### src/rtl/board_ctl.sv
// Purpose: controls one battleship board in an external 2-bit-per-cell RAM (clear, place/remove ship, resolve shot).
// Latency: shot/place results 3 clk after the request; out-of-range error 1 clk after; clear takes X_SIZE*Y_SIZE clk.
// Backpressure: none; requests are sampled only while idle (busy = 0) and are silently dropped otherwise.
module board_ctl #(
    parameter int X_SIZE         = 12,
    parameter int Y_SIZE         = 12,
    parameter int MAX_SHIP_CELLS = 20
) (
    input  logic       clk,
    input  logic       rst,
    input  logic       clear_req,
    input  logic       place_req,
    input  logic [7:0] place_xy,
    input  logic       shot_req,
    input  logic [7:0] shot_xy,
    output logic [7:0] mem_addr,
    output logic [1:0] mem_wdata,
    output logic       mem_w_nr,
    input  logic [1:0] mem_rdata,
    output logic       busy,
    output logic       clear_done,
    output logic       place_ok,
    output logic       place_err,
    output logic       shot_done,
    output logic       shot_hit,
    output logic       shot_err,
    output logic [4:0] ships_left
);

    typedef enum logic [2:0] {
        IDLE,
        CLEAR,
        RD,
        CHK,
        WR
    } state_t;

    localparam logic [1:0] CELL_EMPTY = 2'b00;
    localparam logic [1:0] CELL_SHIP  = 2'b01;
    localparam logic [1:0] CELL_MISS  = 2'b10;
    localparam logic [1:0] CELL_HIT   = 2'b11;

    // Limits widened to 5 bits so a 16-wide board compares correctly against 4-bit coordinates.
    localparam logic [4:0] X_LIM     = 5'(X_SIZE);
    localparam logic [4:0] Y_LIM     = 5'(Y_SIZE);
    localparam logic [3:0] X_LAST    = 4'(X_SIZE - 1);
    localparam logic [3:0] Y_LAST    = 4'(Y_SIZE - 1);
    localparam logic [4:0] MAX_SHIPS = 5'(MAX_SHIP_CELLS);

    state_t     state;
    state_t     state_nxt;
    // Set by reset so the first edge after release starts a board clear.
    logic       init_pend;
    logic       init_pend_nxt;
    // Remembers whether the read in flight belongs to a shot (1) or a place (0).
    logic       op_shot;
    logic       op_shot_nxt;

    logic [7:0] mem_addr_nxt;
    logic [1:0] mem_wdata_nxt;
    logic       mem_w_nr_nxt;
    logic       busy_nxt;
    logic       clear_done_nxt;
    logic       place_ok_nxt;
    logic       place_err_nxt;
    logic       shot_done_nxt;
    logic       shot_hit_nxt;
    logic       shot_err_nxt;
    logic [4:0] ships_left_nxt;

    function automatic logic in_range(input logic [7:0] xy);
        return ({1'b0, xy[7:4]} < X_LIM) && ({1'b0, xy[3:0]} < Y_LIM);
    endfunction

    // State and every output are registered; reset aborts any operation, so a pending write never lands.
    always_ff @(posedge clk or negedge rst) begin
        if (!rst) begin
            state      <= IDLE;
            init_pend  <= 1'b1;
            op_shot    <= 1'b0;
            mem_addr   <= 8'h00;
            mem_wdata  <= CELL_EMPTY;
            mem_w_nr   <= 1'b0;
            busy       <= 1'b0;
            clear_done <= 1'b0;
            place_ok   <= 1'b0;
            place_err  <= 1'b0;
            shot_done  <= 1'b0;
            shot_hit   <= 1'b0;
            shot_err   <= 1'b0;
            ships_left <= 5'd0;
        end else begin
            state      <= state_nxt;
            init_pend  <= init_pend_nxt;
            op_shot    <= op_shot_nxt;
            mem_addr   <= mem_addr_nxt;
            mem_wdata  <= mem_wdata_nxt;
            mem_w_nr   <= mem_w_nr_nxt;
            busy       <= busy_nxt;
            clear_done <= clear_done_nxt;
            place_ok   <= place_ok_nxt;
            place_err  <= place_err_nxt;
            shot_done  <= shot_done_nxt;
            shot_hit   <= shot_hit_nxt;
            shot_err   <= shot_err_nxt;
            ships_left <= ships_left_nxt;
        end
    end

    // Next state plus the output values the registers will present in that next state.
    always_comb begin
        state_nxt      = state;
        init_pend_nxt  = init_pend;
        op_shot_nxt    = op_shot;
        mem_addr_nxt   = mem_addr;
        mem_wdata_nxt  = CELL_EMPTY;
        mem_w_nr_nxt   = 1'b0;
        clear_done_nxt = 1'b0;
        place_ok_nxt   = 1'b0;
        place_err_nxt  = 1'b0;
        shot_done_nxt  = 1'b0;
        shot_hit_nxt   = 1'b0;
        shot_err_nxt   = 1'b0;
        ships_left_nxt = ships_left;

        case (state)
            IDLE: begin
                // Priority: post-reset/explicit clear, then shot, then place.
                if (init_pend || clear_req) begin
                    state_nxt     = CLEAR;
                    init_pend_nxt = 1'b0;
                    mem_addr_nxt  = 8'h00;
                    mem_w_nr_nxt  = 1'b1;
                end else if (shot_req) begin
                    if (in_range(shot_xy)) begin
                        state_nxt    = RD;
                        op_shot_nxt  = 1'b1;
                        mem_addr_nxt = shot_xy;
                    end else begin
                        shot_err_nxt = 1'b1;
                    end
                end else if (place_req) begin
                    if (in_range(place_xy)) begin
                        state_nxt    = RD;
                        op_shot_nxt  = 1'b0;
                        mem_addr_nxt = place_xy;
                    end else begin
                        place_err_nxt = 1'b1;
                    end
                end
            end

            CLEAR: begin
                // mem_addr doubles as the sweep cursor: y is the inner loop, x the outer.
                if (mem_addr[7:4] == X_LAST && mem_addr[3:0] == Y_LAST) begin
                    state_nxt      = IDLE;
                    clear_done_nxt = 1'b1;
                    ships_left_nxt = 5'd0;
                end else begin
                    mem_w_nr_nxt = 1'b1;
                    if (mem_addr[3:0] == Y_LAST) begin
                        mem_addr_nxt = {mem_addr[7:4] + 4'd1, 4'h0};
                    end else begin
                        mem_addr_nxt = {mem_addr[7:4], mem_addr[3:0] + 4'd1};
                    end
                end
            end

            RD: begin
                state_nxt = CHK;
            end

            CHK: begin
                // mem_rdata now holds the cell; decide the write and result pulses shown in WR.
                state_nxt = WR;
                if (op_shot) begin
                    shot_done_nxt = 1'b1;
                    case (mem_rdata)
                        CELL_SHIP: begin
                            mem_w_nr_nxt  = 1'b1;
                            mem_wdata_nxt = CELL_HIT;
                            shot_hit_nxt  = 1'b1;
                            if (ships_left != 5'd0) begin
                                ships_left_nxt = ships_left - 5'd1;
                            end
                        end
                        CELL_EMPTY: begin
                            mem_w_nr_nxt  = 1'b1;
                            mem_wdata_nxt = CELL_MISS;
                        end
                        CELL_HIT: begin
                            shot_hit_nxt = 1'b1;
                        end
                        default: begin
                            shot_hit_nxt = 1'b0;
                        end
                    endcase
                end else begin
                    case (mem_rdata)
                        CELL_EMPTY: begin
                            if (ships_left < MAX_SHIPS) begin
                                mem_w_nr_nxt   = 1'b1;
                                mem_wdata_nxt  = CELL_SHIP;
                                ships_left_nxt = ships_left + 5'd1;
                                place_ok_nxt   = 1'b1;
                            end else begin
                                place_err_nxt = 1'b1;
                            end
                        end
                        CELL_SHIP: begin
                            mem_w_nr_nxt  = 1'b1;
                            mem_wdata_nxt = CELL_EMPTY;
                            place_ok_nxt  = 1'b1;
                            if (ships_left != 5'd0) begin
                                ships_left_nxt = ships_left - 5'd1;
                            end
                        end
                        default: begin
                            place_err_nxt = 1'b1;
                        end
                    endcase
                end
            end

            WR: begin
                state_nxt = IDLE;
            end

            default: begin
                state_nxt = IDLE;
            end
        endcase

        busy_nxt = (state_nxt != IDLE);
    end

endmodule

### config.mk
export PLATFORM = sky130hd
export DESIGN_NAME = board_ctl
export DESIGN_NICKNAME = d
export VERILOG_FILES = /design/src/rtl/board_ctl.sv
export SDC_FILE = /design/constraint.sdc
export NUM_CORES = 1
export LEC_CHECK = 0
export CORE_ASPECT_RATIO = 2
export CORE_MARGIN = 3
export CORE_UTILIZATION = 40
export CTS_CLUSTER_SIZE = 8
export DETAILED_ROUTE_END_ITERATION = 7
export PLACE_DENSITY = 0.72
export SYNTH_ARGS = -nofsm -noshare
export SYNTH_HDL_FRONTEND = slang
export SYNTH_SLANG_ARGS = --single-unit
### constraint.sdc
create_clock -name clk -period 2.2 [get_ports clk]
set_clock_uncertainty 0.2 [all_clocks]
set_input_delay 0.22 -clock clk [delete_from_list [all_inputs] [get_ports clk]]
set_output_delay 0.22 -clock clk [all_outputs]
set_load 0.01 [all_outputs]
* Yosys cells after proc, flatten, opt, wreduce, memory -nomap -nowiden
Cells that the tools add are included.
Storage, ports and cells: memories 0, bits in writable memories 0, bits in latches 0, ROM bits 0, input bits 23, register bits 28, output and inout port bits 23, logic and storage cells 120
Operators by class: div/mod/pow operators 0, bitwise logic cells 1, magnitude comparators 5, add/subtract/negate cells 4, mux-type cells 59, shift operators 0, multiply operators 0, reduce and logical (&&, ||, !) cells 19, eq/ne operators 17
Operator list (number):
- 8-bit 2-to-1 mux | 7
- 1-bit 2-to-1 mux | 30
- 5-bit 2-to-1 mux | 5
- 5-bit one-hot mux with 2 select lines | 2
- 3-bit 2-to-1 mux | 6
- 4-bit < comparator, second input constant | 4
- 4-bit inequality test, second input constant | 4
- 8-bit one-hot mux with 2 select lines | 1
- 5-bit AND reduction | 3
- 3-bit one-hot mux with 4 select lines | 1
- 4-bit by 1-bit adder with 4-bit output, second input constant | 2
- 4-bit == test, second input constant | 2
- 2-bit nonzero test | 4
- 3-bit by 2-bit == test with 1-bit output, second input constant | 2
- 2-bit inequality test, second input constant | 3
- 1-bit one-hot mux with 2 select lines | 3
- 6-bit AND reduction | 1
- 5-bit by 1-bit adder with 5-bit output, second input constant | 1
- 5-bit < comparator, second input constant | 1
- 5-bit nonzero test | 1
- 5-bit by 1-bit subtractor with 5-bit output, second input constant | 1
- 2-bit 2-to-1 mux | 2
- 2-bit one-hot mux with 2 select lines | 1
- 2-bit OR reduction | 2
- other kinds (14) | 16

* Depth between registers and ports, before layout
depth after elaboration 8, depth in mapped cells 6, gate-level depth less buffers 6

* Worst setup path after synthesis
OpenSTA, ideal clock, no wires.
path type register to register, start point register mem_addr[0], end point register mem_addr[4], setup time 125 ps, path buffers 0, slack 24 ps, data arrival time 1851 ps, data required time 1875 ps, period minus slack after synthesis 2176 ps, cell stages (with the launch flop) 7, cell sequence dfrtp_1 > ha_1 > nand3b_1 > nor3_1 > nor3_1 > o21ai_0 > mux2_2
Between the ends: word-level cells in the longest chain between the ends 4, elaborated cells between the ends (all ways) 5, classes of those cells 3 x eq/ne; 2 x reduce/logical
RTL lines:
- start, declared | RTL line 16 | output logic [7:0] mem_addr,
- start signal, assigned | RTL line 96 | mem_addr <= mem_addr_nxt;
- 4-bit == test * | RTL line 155, 161
- 1-bit logical AND | RTL line 155 | if (mem_addr[7:4] == X_LAST && mem_addr[3:0] == Y_LAST) begin
- 2-bit inequality test (no line)
- 6-bit AND reduction (no line) *
Mark *: on every way between the ends. The rest lies on a longest branch, timed or not. A chain may end at the register's enable or synchronous reset.

* Worst setup path in the final report
start point register state[2], end point register ships_left[3]
Between the ends: word-level cells in the longest chain between the ends 3, elaborated cells between the ends (all ways) 9, classes of those cells 6 x eq/ne; 1 x mux; 2 x reduce/logical
RTL lines:
- start, declared | RTL line 50 | state_t state;
- start signal, assigned | RTL line 93 | state <= state_nxt;
- 3-bit by 2-bit == test with 1-bit output or 3-bit by 1-bit == test with 1-bit output (tied branches) | RTL line 126 | case (state)
- 4-bit inequality test (no line), or another cell as far along
- 5-bit AND reduction (no line)
- end signal, assigned | RTL line 106 | ships_left <= ships_left_nxt;
- end, declared | RTL line 27 | output logic [4:0] ships_left
Parallel ways exist; a longest one is shown, timed or not.

==> out/metrics.cfg <==
[layout]
drive_above_1_share = 0.228
layout.cell_area.non_filler_um2 = 2410
area_growth_pct = 49.6
layout.area.seq_um2 = 703
fin_nets = 265
antenna_cells = 0
fillers = 352
multiInputGateArea_um2 = 881
layout_commonest_cell = sky130_fd_sc_hd__clkdlybuf4s50_1
layout.cells.most_common_list = sky130_fd_sc_hd__clkdlybuf4s50_1 (45), sky130_fd_sc_hd__buf_4 (28), sky130_fd_sc_hd__dfrtp_1 (26), sky130_fd_sc_hd__o21ai_0 (14)

[floorplanning]
design.portCount = 46
core-area_um2 = 3840
floorplan.initialDensity = 0.418
floorplan.die.width_um = 50.8
num_rows = 32
die-area_um2 = 4860
die_h_um = 95.7

[run_status]
status = complete, no violations

[clock_network]
cts_tree = done
cts.clk_slew.worst_paths_ns = 0.10
cts.hold.buffers_added = 0
ctsHtreeMaxLevel = 1
cts_root_buf = sky130_fd_sc_hd__clkbuf_8
clk_latency_ns = 0.28
cts-buffers-inserted = 3
cts.path.max_buffers = 2
cts_sinks = 28

[route]
drc = 0
drt-pass1-iter-count = 4
wire_per_inst_um = 15.6
viasPerCell = 5.41
drt.antenna.violating_nets = 0
dr_total_vias = 1557
detailedRoute.firstIterationViolations = 24
detail_route.wirelength_mm = 4.48

[flow_run]
max-cap-violations = 0

[power]
ir_drop_v = 0.000764
power.density_nw_per_um2 = 1110
leakage_power_figure_uw = 0.00105

[logic_synthesis]
synth_cell_types = 50
postSynthAreaPerCell_um2 = 9.86
yosys_warnings = 0
synth_edf_count = 0
syn_inst = 163
mappedNetlistNets = 190
yosysSeqAreaShare = 0.437
syn-cell-area_um2 = 1610
ys.flop_type = sky130_fd_sc_hd__dfrtp_1
ys_seq_elements = 28
synth_async_sr_flop_share = 1.00

[timing]
timing_worst_slew_pin_value_ns = 0.365
headroom_to_the_max_slew_limit = 0.757
final-max-slew-violation-count = 0
rsz0062_at_grt = true
setup_viol = 0
post-route-period-util = 0.959
post-route-min-period_ns = 2.11
max_clock_freq_ghz = 0.474
fin_ws_ns = 0.0905
hold_viol = 0

[critical_path]
worst_setup_ep_type = flop
crit_chain = or3b_4 -> nor3_4 -> o22ai_2 -> or4_4 -> a21oi_2
crit_required_ns = 2.21
criticalPathCategory = reg2reg
critPathTopFamily = simple AND/OR/NAND/NOR gates
cp.arrival_ns = 2.12
cp-start-kind = flop
max_stage_delay_ns = 0.52
crit_buf_inv = 0
crit_fanout = 7
cp_slowest_cell = sky130_fd_sc_hd__or4_4

[global_route]
largest_net_degree_at_the_start_of_global_routing = 29
grtUsageTotal = 0.201
grt_pass1_wl_mm = 7.35
grt-ovfl-total = 0
antenna_found_initial = 0
vias_in_the_first_global_route = 1657

[placed_design]
dp_slack_ns = -0.00893
io_buffers = 45
place_area_um2 = 2290
gpl.final_weighted_congestion = 0.819
hpwl_after_dpl_mm = 3.62

[hold_path]
worst_hold_path_type = in2async

-- worst register-to-register path, delay by kind of cell (launching register included) --
| family | cells | cell delay, ns |
|---|---|---|
| and+or+nand+nor | 3 | 1.14 |
| AOI/OAI and AO/OA | 2 | 0.24 |
| DFF | 1 | 0.46 |
-- kinds of logic after synthesis --
kind of cell               share of synthesized area
AOI/OAI and AO/OA                              0.181
buffers and inverters                         0.0257
muxes                                         0.0981
xor gates and xnor gates                     0.00545
DFF                                            0.437
adders and majority gates                     0.0311
and+or+nand+nor                                0.223
-- layout make-up --
type | count | area share
tap | 51 | 0.0265
clock inverter | 1 | 0.0125
inverter | 7 | 0.0109
clock buffer | 3 | 0.0172
sequential | 28 | 0.292
timing repair buffer | 73 | 0.275
multi-input combinational | 125 | 0.366
-- Yosys cell counts, types with 2 or more instances --
library cell	count	area share
sky130_fd_sc_hd__o21ai_0	14	0.044
sky130_fd_sc_hd__nor2_1	11	0.026
sky130_fd_sc_hd__o31ai_1	2	0.0093
sky130_fd_sc_hd__mux2i_1	9	0.056
sky130_fd_sc_hd__nor3b_1	3	0.014
sky130_fd_sc_hd__nand3b_1	2	0.0093
sky130_fd_sc_hd__nor4b_1	2	0.011
sky130_fd_sc_hd__o41ai_1	2	0.011
sky130_fd_sc_hd__a22oi_1	3	0.014
sky130_fd_sc_hd__or2_2	2	0.0078
sky130_fd_sc_hd__nor3_1	7	0.022
sky130_fd_sc_hd__nand2_1	11	0.026
sky130_fd_sc_hd__a21oi_1	7	0.022
sky130_fd_sc_hd__dfrtp_1	27	0.42
sky130_fd_sc_hd__mux2_2	6	0.042
sky130_fd_sc_hd__o32a_1	2	0.012
sky130_fd_sc_hd__o22ai_1	5	0.019
sky130_fd_sc_hd__nor2b_1	7	0.027
sky130_fd_sc_hd__inv_1	7	0.016
sky130_fd_sc_hd__ha_1	4	0.031
-- metrics by stage --
stage / instances / utilization / hold WS, ns / TNS, ns / total power, uW
after floorplan: 163 / - / -0.276 / 0 / 1550
after global placement: 280 / 0.595 / 0.281 / 0 / 2190
after detailed placement: 280 / 0.595 / 0.281 / -0.00963 / 2230
after CTS: 284 / 0.614 / 0.130 / 0 / 2650
after global routing: 288 / 0.626 / 0.140 / -0.0447 / 2870
final: 288 / 0.626 / 0.123 / 0 / 2670
-- final timing paths --
check / start / to / slack [ns] / cells after the start
min: rst / mem_addr[0] / 0.12 / 2
max reg2reg: state[2] / ships_left[3] / 0.09 / 5
max in group asynchronous: rst / init_pend / 1.37 / 2
min reg2reg: init_pend / init_pend / 0.30 / 1
max: state[2] / ships_left[3] / 0.09 / 5
min in group clk: init_pend / init_pend / 0.30 / 1
-- power by group --
part / internal (uW) / switching (uW)
registers: 665 / 153
clock network: 244 / 161
logic: 784 / 661
-- timing repair --
action                     4_1_cts  5_1_grt
buffers inserted                 0        4
gates resized for setup          0        6
setup endpoints to repair        0       12
-- routing by layer --
| layer | global-route usage | part of all wire |
|---|---|---|
| met2 | 0.410 | 0.60 |
| met3 | 0.0313 | 0.037 |
| met1 | 0.182 | 0.33 |
| met5 | 0 | 0 |
| met4 | 0.0944 | 0.027 |
-- sequential cells by signal, indices dropped and copies added, names as in the netlist --
name,count
shot_err,1
busy,1
init_pend,1
mem_w_nr,1
clear_done,1
mem_addr,8
place_ok,1
shot_hit,1
op_shot,1
mem_wdata,2
state,3
ships_left,5
place_err,1
shot_done,1
(Power assumes the default switching activity.)
